`src/rtl/mem_arbiter.sv`:
```
// mem_arbiter: shares a single memory port between an instruction-fetch
// requester and a data (load/store) requester. Data normally wins, but a
// streak counter bounds how many back-to-back data grants can starve a
// waiting fetch. The granted transaction is latched onto the bus_* registers
// and held until the memory signals bus_ready.
module mem_arbiter #(
    parameter int STARVE_LIMIT = 3,
    parameter int ADDR_W       = 32
) (
    input  logic              CLK,
    input  logic              nRST,
    input  logic              iren,
    input  logic [ADDR_W-1:0] iaddr,
    output logic              ihit,
    output logic [31:0]       iload,
    input  logic              dread,
    input  logic [1:0]        dwrite,
    input  logic [ADDR_W-1:0] daddr,
    input  logic [31:0]       dstore,
    output logic              dhit,
    output logic [31:0]       dload,
    output logic              bus_req,
    output logic              bus_wen,
    output logic [1:0]        bus_size,
    output logic [ADDR_W-1:0] bus_addr,
    output logic [31:0]       bus_wdata,
    input  logic [31:0]       bus_rdata,
    input  logic              bus_ready
);

    localparam int STREAK_W = (STARVE_LIMIT < 1) ? 1 : $clog2(STARVE_LIMIT + 1);
    localparam logic [STREAK_W-1:0] STREAK_MAX = STREAK_W'(STARVE_LIMIT);

    typedef enum logic [1:0] {
        IDLE  = 2'b00,
        IBUSY = 2'b01,
        DBUSY = 2'b10
    } state_t;

    state_t              state_q, state_d;
    logic [STREAK_W-1:0] streak_q, streak_d;
    logic                bus_wen_q, bus_wen_d;
    logic [1:0]          bus_size_q, bus_size_d;
    logic [ADDR_W-1:0]   bus_addr_q, bus_addr_d;
    logic [31:0]         bus_wdata_q, bus_wdata_d;

    logic dpend;
    logic starve;
    logic grant_i;
    logic grant_d;

    assign dpend  = dread | (dwrite != 2'b00);
    assign starve = iren & (streak_q == STREAK_MAX);

    // State register; reset abandons any transaction in flight.
    always_ff @(posedge CLK or negedge nRST) begin
        if (!nRST) begin
            state_q <= IDLE;
        end else begin
            state_q <= state_d;
        end
    end

    // Next state and grant decision: only IDLE looks at requests.
    always_comb begin
        state_d = state_q;
        grant_i = 1'b0;
        grant_d = 1'b0;
        case (state_q)
            IDLE: begin
                if (starve) begin
                    grant_i = 1'b1;
                    state_d = IBUSY;
                end else if (dpend) begin
                    grant_d = 1'b1;
                    state_d = DBUSY;
                end else if (iren) begin
                    grant_i = 1'b1;
                    state_d = IBUSY;
                end
            end
            IBUSY:   if (bus_ready) state_d = IDLE;
            DBUSY:   if (bus_ready) state_d = IDLE;
            default: state_d = IDLE;
        endcase
    end

    // Outputs decoded from the current state and the memory handshake.
    always_comb begin
        bus_req = (state_q == IBUSY) || (state_q == DBUSY);
        ihit    = (state_q == IBUSY) && bus_ready;
        dhit    = (state_q == DBUSY) && bus_ready;
        iload   = ihit ? bus_rdata : 32'h0;
        dload   = (dhit && !bus_wen_q) ? bus_rdata : 32'h0;
    end

    // Transaction fields and streak are captured only at a grant.
    always_comb begin
        streak_d    = streak_q;
        bus_wen_d   = bus_wen_q;
        bus_size_d  = bus_size_q;
        bus_addr_d  = bus_addr_q;
        bus_wdata_d = bus_wdata_q;
        if (grant_d) begin
            bus_addr_d  = daddr;
            bus_wen_d   = (dwrite != 2'b00);
            bus_size_d  = (dwrite != 2'b00) ? dwrite : 2'b11;
            bus_wdata_d = dstore;
            if (!iren) begin
                streak_d = '0;
            end else if (streak_q != STREAK_MAX) begin
                streak_d = streak_q + STREAK_W'(1);
            end
        end else if (grant_i) begin
            bus_addr_d  = iaddr;
            bus_wen_d   = 1'b0;
            bus_size_d  = 2'b11;
            bus_wdata_d = 32'h0;
            streak_d    = '0;
        end
    end

    // Latched bus fields and starvation streak.
    always_ff @(posedge CLK or negedge nRST) begin
        if (!nRST) begin
            streak_q    <= '0;
            bus_wen_q   <= 1'b0;
            bus_size_q  <= 2'b00;
            bus_addr_q  <= '0;
            bus_wdata_q <= 32'h0;
        end else begin
            streak_q    <= streak_d;
            bus_wen_q   <= bus_wen_d;
            bus_size_q  <= bus_size_d;
            bus_addr_q  <= bus_addr_d;
            bus_wdata_q <= bus_wdata_d;
        end
    end

    assign bus_wen   = bus_wen_q;
    assign bus_size  = bus_size_q;
    assign bus_addr  = bus_addr_q;
    assign bus_wdata = bus_wdata_q;

endmodule

```
`config.mk`:
```
export PLATFORM = sky130hd
export DESIGN_NAME = mem_arbiter
export DESIGN_NICKNAME = d
export VERILOG_FILES = /design/src/rtl/mem_arbiter.sv
export SDC_FILE = /design/constraint.sdc
export NUM_CORES = 1
export LEC_CHECK = 0
export ABC_CLOCK_PERIOD_IN_PS = 2200
export CORE_ASPECT_RATIO = 0.7
export CORE_MARGIN = 2
export CORE_UTILIZATION = 34
export CTS_CLUSTER_DIAMETER = 200
export DETAILED_ROUTE_END_ITERATION = 10
export GPL_TIMING_DRIVEN = 1
export HOLD_SLACK_MARGIN = 0.02
export PLACE_DENSITY = 0.87
export SYNTH_ARGS = -nofsm -noshare
export SYNTH_HDL_FRONTEND = slang
export SYNTH_SLANG_ARGS = --single-unit
```
`constraint.sdc`:
```
create_clock -name CLK -period 2.2 [get_ports CLK]
set_clock_uncertainty 0.1 [all_clocks]
set_input_delay 0.22 -clock CLK [delete_from_list [all_inputs] [get_ports CLK]]
set_output_delay 0.22 -clock CLK [all_outputs]
set_load 0.01 [all_outputs]
```
==> results of run 1 <==
## critical path: cells and delay by family (launching register included)
kind,cells,cell delay [ps]
adders and majority gates,1,170
DFF,1,390
and+or+nand+nor,1,150
buffers and inverters,3,770
## power breakdown
| group | leakage [nW] | internal (mW) | total, mW | switching, mW |
|---|---|---|---|---|
| clock | 0.155 | 1.03 | 1.59 | 0.561 |
| combinational | 2.31 | 2.36 | 4.14 | 1.77 |
| sequential | 0.839 | 1.95 | 2.34 | 0.399 |
## cell type report
type                    instances  area (µm²)  share of cell area, %
inverters                       5        18.8                  0.276
well taps                     128         160                   2.35
flip-flops and latches         71        1780                   26.1
repair buffers                293        2870                   42.2
clock buffers                  10         239                   3.51
multi-input cells             221        1640                   24.2
clock inverters                 6        92.6                   1.36
## kinds of logic (layout without fill, tap and decap cells)
family          Yosys count  count (layout)
compound gates          138             138
fa+ha+maj                 4               4
buf+inv                  41             314
flops                    71              71
simple gates             78              79
## timing repair
| action | in CTS | in global routing |
|---|---|---|
| endpoints found under the hold margin | 71 | 0 |
| resized for setup | 138 | 61 |
| pin swaps | 1 | 1 |
| gates cloned | 4 | 0 |
| hold buffers | 1 | 0 |
| endpoints found under the setup margin | 98 | 72 |
| buffers inserted | 7 | 1 |
## synth_stat cells, types with 2 or more instances
cell type,number
nor2b_1,2
a22o_1,32
ha_1,4
o21ai_0,33
nor2_1,2
a31oi_1,33
nand2_1,3
nor3_2,2
buf_2,7
and3_1,32
and2_1,35
inv_1,5
clkbuf_1,28
a2bb2oi_1,32
dfrtp_1,71
## cells in the final DEF, fill, tap and decap left out, types with 3 or more instances in the layout
master,n
clkdlybuf4s50_1,203
dfrtp_1,71
a31oi_1,33
o21ai_0,33
and3_1,32
a22o_1,32
a2bb2oi_1,32
and2_1,24
buf_2,20
dlygate4sd2_1,18
buf_6,15
dlymetal6s2s_1,14
buf_4,14
and2_4,11
clkbuf_16,9
nor3_4,3
inv_1,3
nand2_1,3
clkbuf_2,3
buf_12,3
## state kept, by name, summed over array words and instances, names as in the netlist
| signal | flops |
|---|---|
| bus_addr | 32 |
| bus_wdata | 32 |
| bus_size | 2 |
| state_q | 2 |
| streak_q | 2 |
| bus_wen | 1 |
## through the flow
step / instance area [µm²] / utilization (%)
2_1_floorplan: 3490 / -
3_3_place_gp: 6350 / 64.6
3_5_place_dp: 6350 / 64.6
4_1_cts: 6760 / 68.7
5_1_grt: 6800 / 69.2
6_report: 6800 / 69.2
## worst min-delay path by stage
stage                         start           end  slack [ps]  cells after the start
final                          nRST   bus_addr[2]         350                      3
after global routing      iaddr[16]  bus_addr[16]         350                      3
after CTS                  iaddr[2]   bus_addr[2]         340                      3
after global placement         nRST   bus_addr[8]         170                      2
after detailed placement       nRST   bus_addr[2]         180                      2
after floorplan                nRST   bus_addr[0]        -180                      0
## layer usage
layer | up-vias | track usage, % | wire length (µm)
met4 | 0 | 7.27 | 213
met5 | - | 0 | 0
met1 | 1946 | 32.9 | 6200
li1 | 1807 | - | -
met3 | 16 | 8.10 | 1210
met2 | 221 | 41.4 | 7020
==> summary.txt, run 1 <==
Setup path
  • Critical Path AT: about 1800 ps
  • WS Path Type: register to primary output
  • FF-to-FF path depth: 5
  • Worst setup endpoint: ihit
  • Worst Setup SP: state_q[0]
  • Slowest cell on crit path: clkdlybuf4s50_1
  • CP Max Fanout: 17
  • Setup crit end kind: primary output
  • Slowest stage delay, CP: 480 ps
  • CP cell instances: buf_4, ha_4, buf_12, and2_1, clkdlybuf4s50_1
  • Reg2Reg Launch Point: state_q[1]
  • Req. time, crit path: between 1500 and 2000 ps
  • R2R setup slack: approximately 190 ps
  • Reg2reg end: bus_size[1]
  • Critical Path Source Type: register

Place
  • Final HPWL DP: about 9.8 mm
  • Gpl congestion: 0.876
  • Port bufs: between 200 and 300
  • Pre-CTS setup slack: -313 ps
  • DP Cell Count: just over 700

Floorplanning
  • Io pins: ~270
  • Initial Util: a little over a third
  • Chip height: 88.8 µm
  • Die X: around 130 µm
  • Core area: 9830 µm²
  • DIE AREA: between 10000 and 15000 µm²
  • Rows: 30

Clock tree
  • H-tree depth: 3
  • Skew-Pair Late Insertion Delay: 330 ps
  • TritonCTS clock tree: done
  • Maximum clock path buffer count: 2
  • Num CTS Buffers: 9
  • Sink Count: 71
  • Root Driver: clkbuf_16
  • Worst-path clk slew: 60 ps

Finish
  • Layout area overhead: 94.7%
  • Share of cells above drive strength 1: roughly 16%
  • Non-filler cells, final: roughly 730
  • Fillers: 747
  • Nets: 740
  • Ant diodes: 0

Detailed routing
  • Post-Route WL: roughly 15 mm
  • Detailed Routing Iterations Pass 1: 5
  • Post-route ant nets: 0
  • DR iter-0 viols: ~220
  • Avg WL per Cell: 20.0 µm
  • DRC violations left: 0
  • Vias: approximately 4000
  • Via/cell ratio: about 5.4

Global route
  • First-pass GRT wire length: approximately 22 mm
  • Vias in the first global route: between 4000 and 5000
  • Antenna violations before repair: 0
  • GRT overflow: 0
  • Largest net degree at the start of global routing: 72
  • Total track usage: about a quarter

Synthesis
  • Mux cell area share after synthesis: 0%
  • Post-synth top area cell: dfrtp_1
  • Mapped Nets: roughly 470
  • Post-synth EDFFs: 0
  • Register bit total from synthesis: 71
  • Post-Syn Instances: approximately 330
  • Yosys top cell area share: approximately half
  • Top cells by area, synth: dfrtp_1 (51%), a22o_1 (8.0%), a2bb2oi_1 (8.0%)
  • Synth Area in Simple Gates: between 10 and 15%
  • Yosys warns: 0
  • Top_reg_cell synth: dfrtp_1
  • Synthesized area per cell: between 10 and 15 µm²
  • Adder-cell share of the synthesized area: 1.43%
  • Main combinational cell family by area after synthesis: compound AO/OA/AOI/OAI gates
  • Cell variety after synth: 26
  • Compound-Gate Fraction of Synth Area: about 30%
  • Mapped cell area: 3490 µm²
  • Post-synth ARST share: 100%
  • Sequential share of the synthesized area: roughly half
  • Post-synthesis xor/xnor area fraction: 0%

Timing
  • Hold Fails Final Rpt: 0
  • Relative slew margins: 50.7%
  • Part of the cycle the worst path needs: a little over nine tenths
  • Setup TNS: 0 ps
  • Setup Viol. Count Final: 0
  • Max Slew Vio Count: 0
  • Fin worst setup slack: slightly above 70 ps
  • RSZ-0062 raised after global routing: true
  • Fin crit period: 2130 ps
  • Worst hold slack: approximately 350 ps
  • Peak Freq: approximately 470 MHz
  • Pin slew with the least headroom to its limit: 737 ps

Pwr
  • Tot Pwr: around 8.1 mW
  • Leakage power total: 3.31 nW
  • Max IR drop VDD: ~0.73 mV
  • Cell Pwr Density: roughly 1200 nW/µm²

Min path
  • Worst min-delay path class: primary input to async pin

Job
  • Total of max-cap violations: 0

Run status
  • Outcome: finished, final reports clean
Note: power is estimated with default switching activity, not from simulation.
==> inputs of run 2 (changes only) <==
Settings changed: CTS_CLUSTER_DIAMETER 200 to 120.
==> results of run 2 <==
No change in the layout: final DEF, timing and power equal those of run 1.
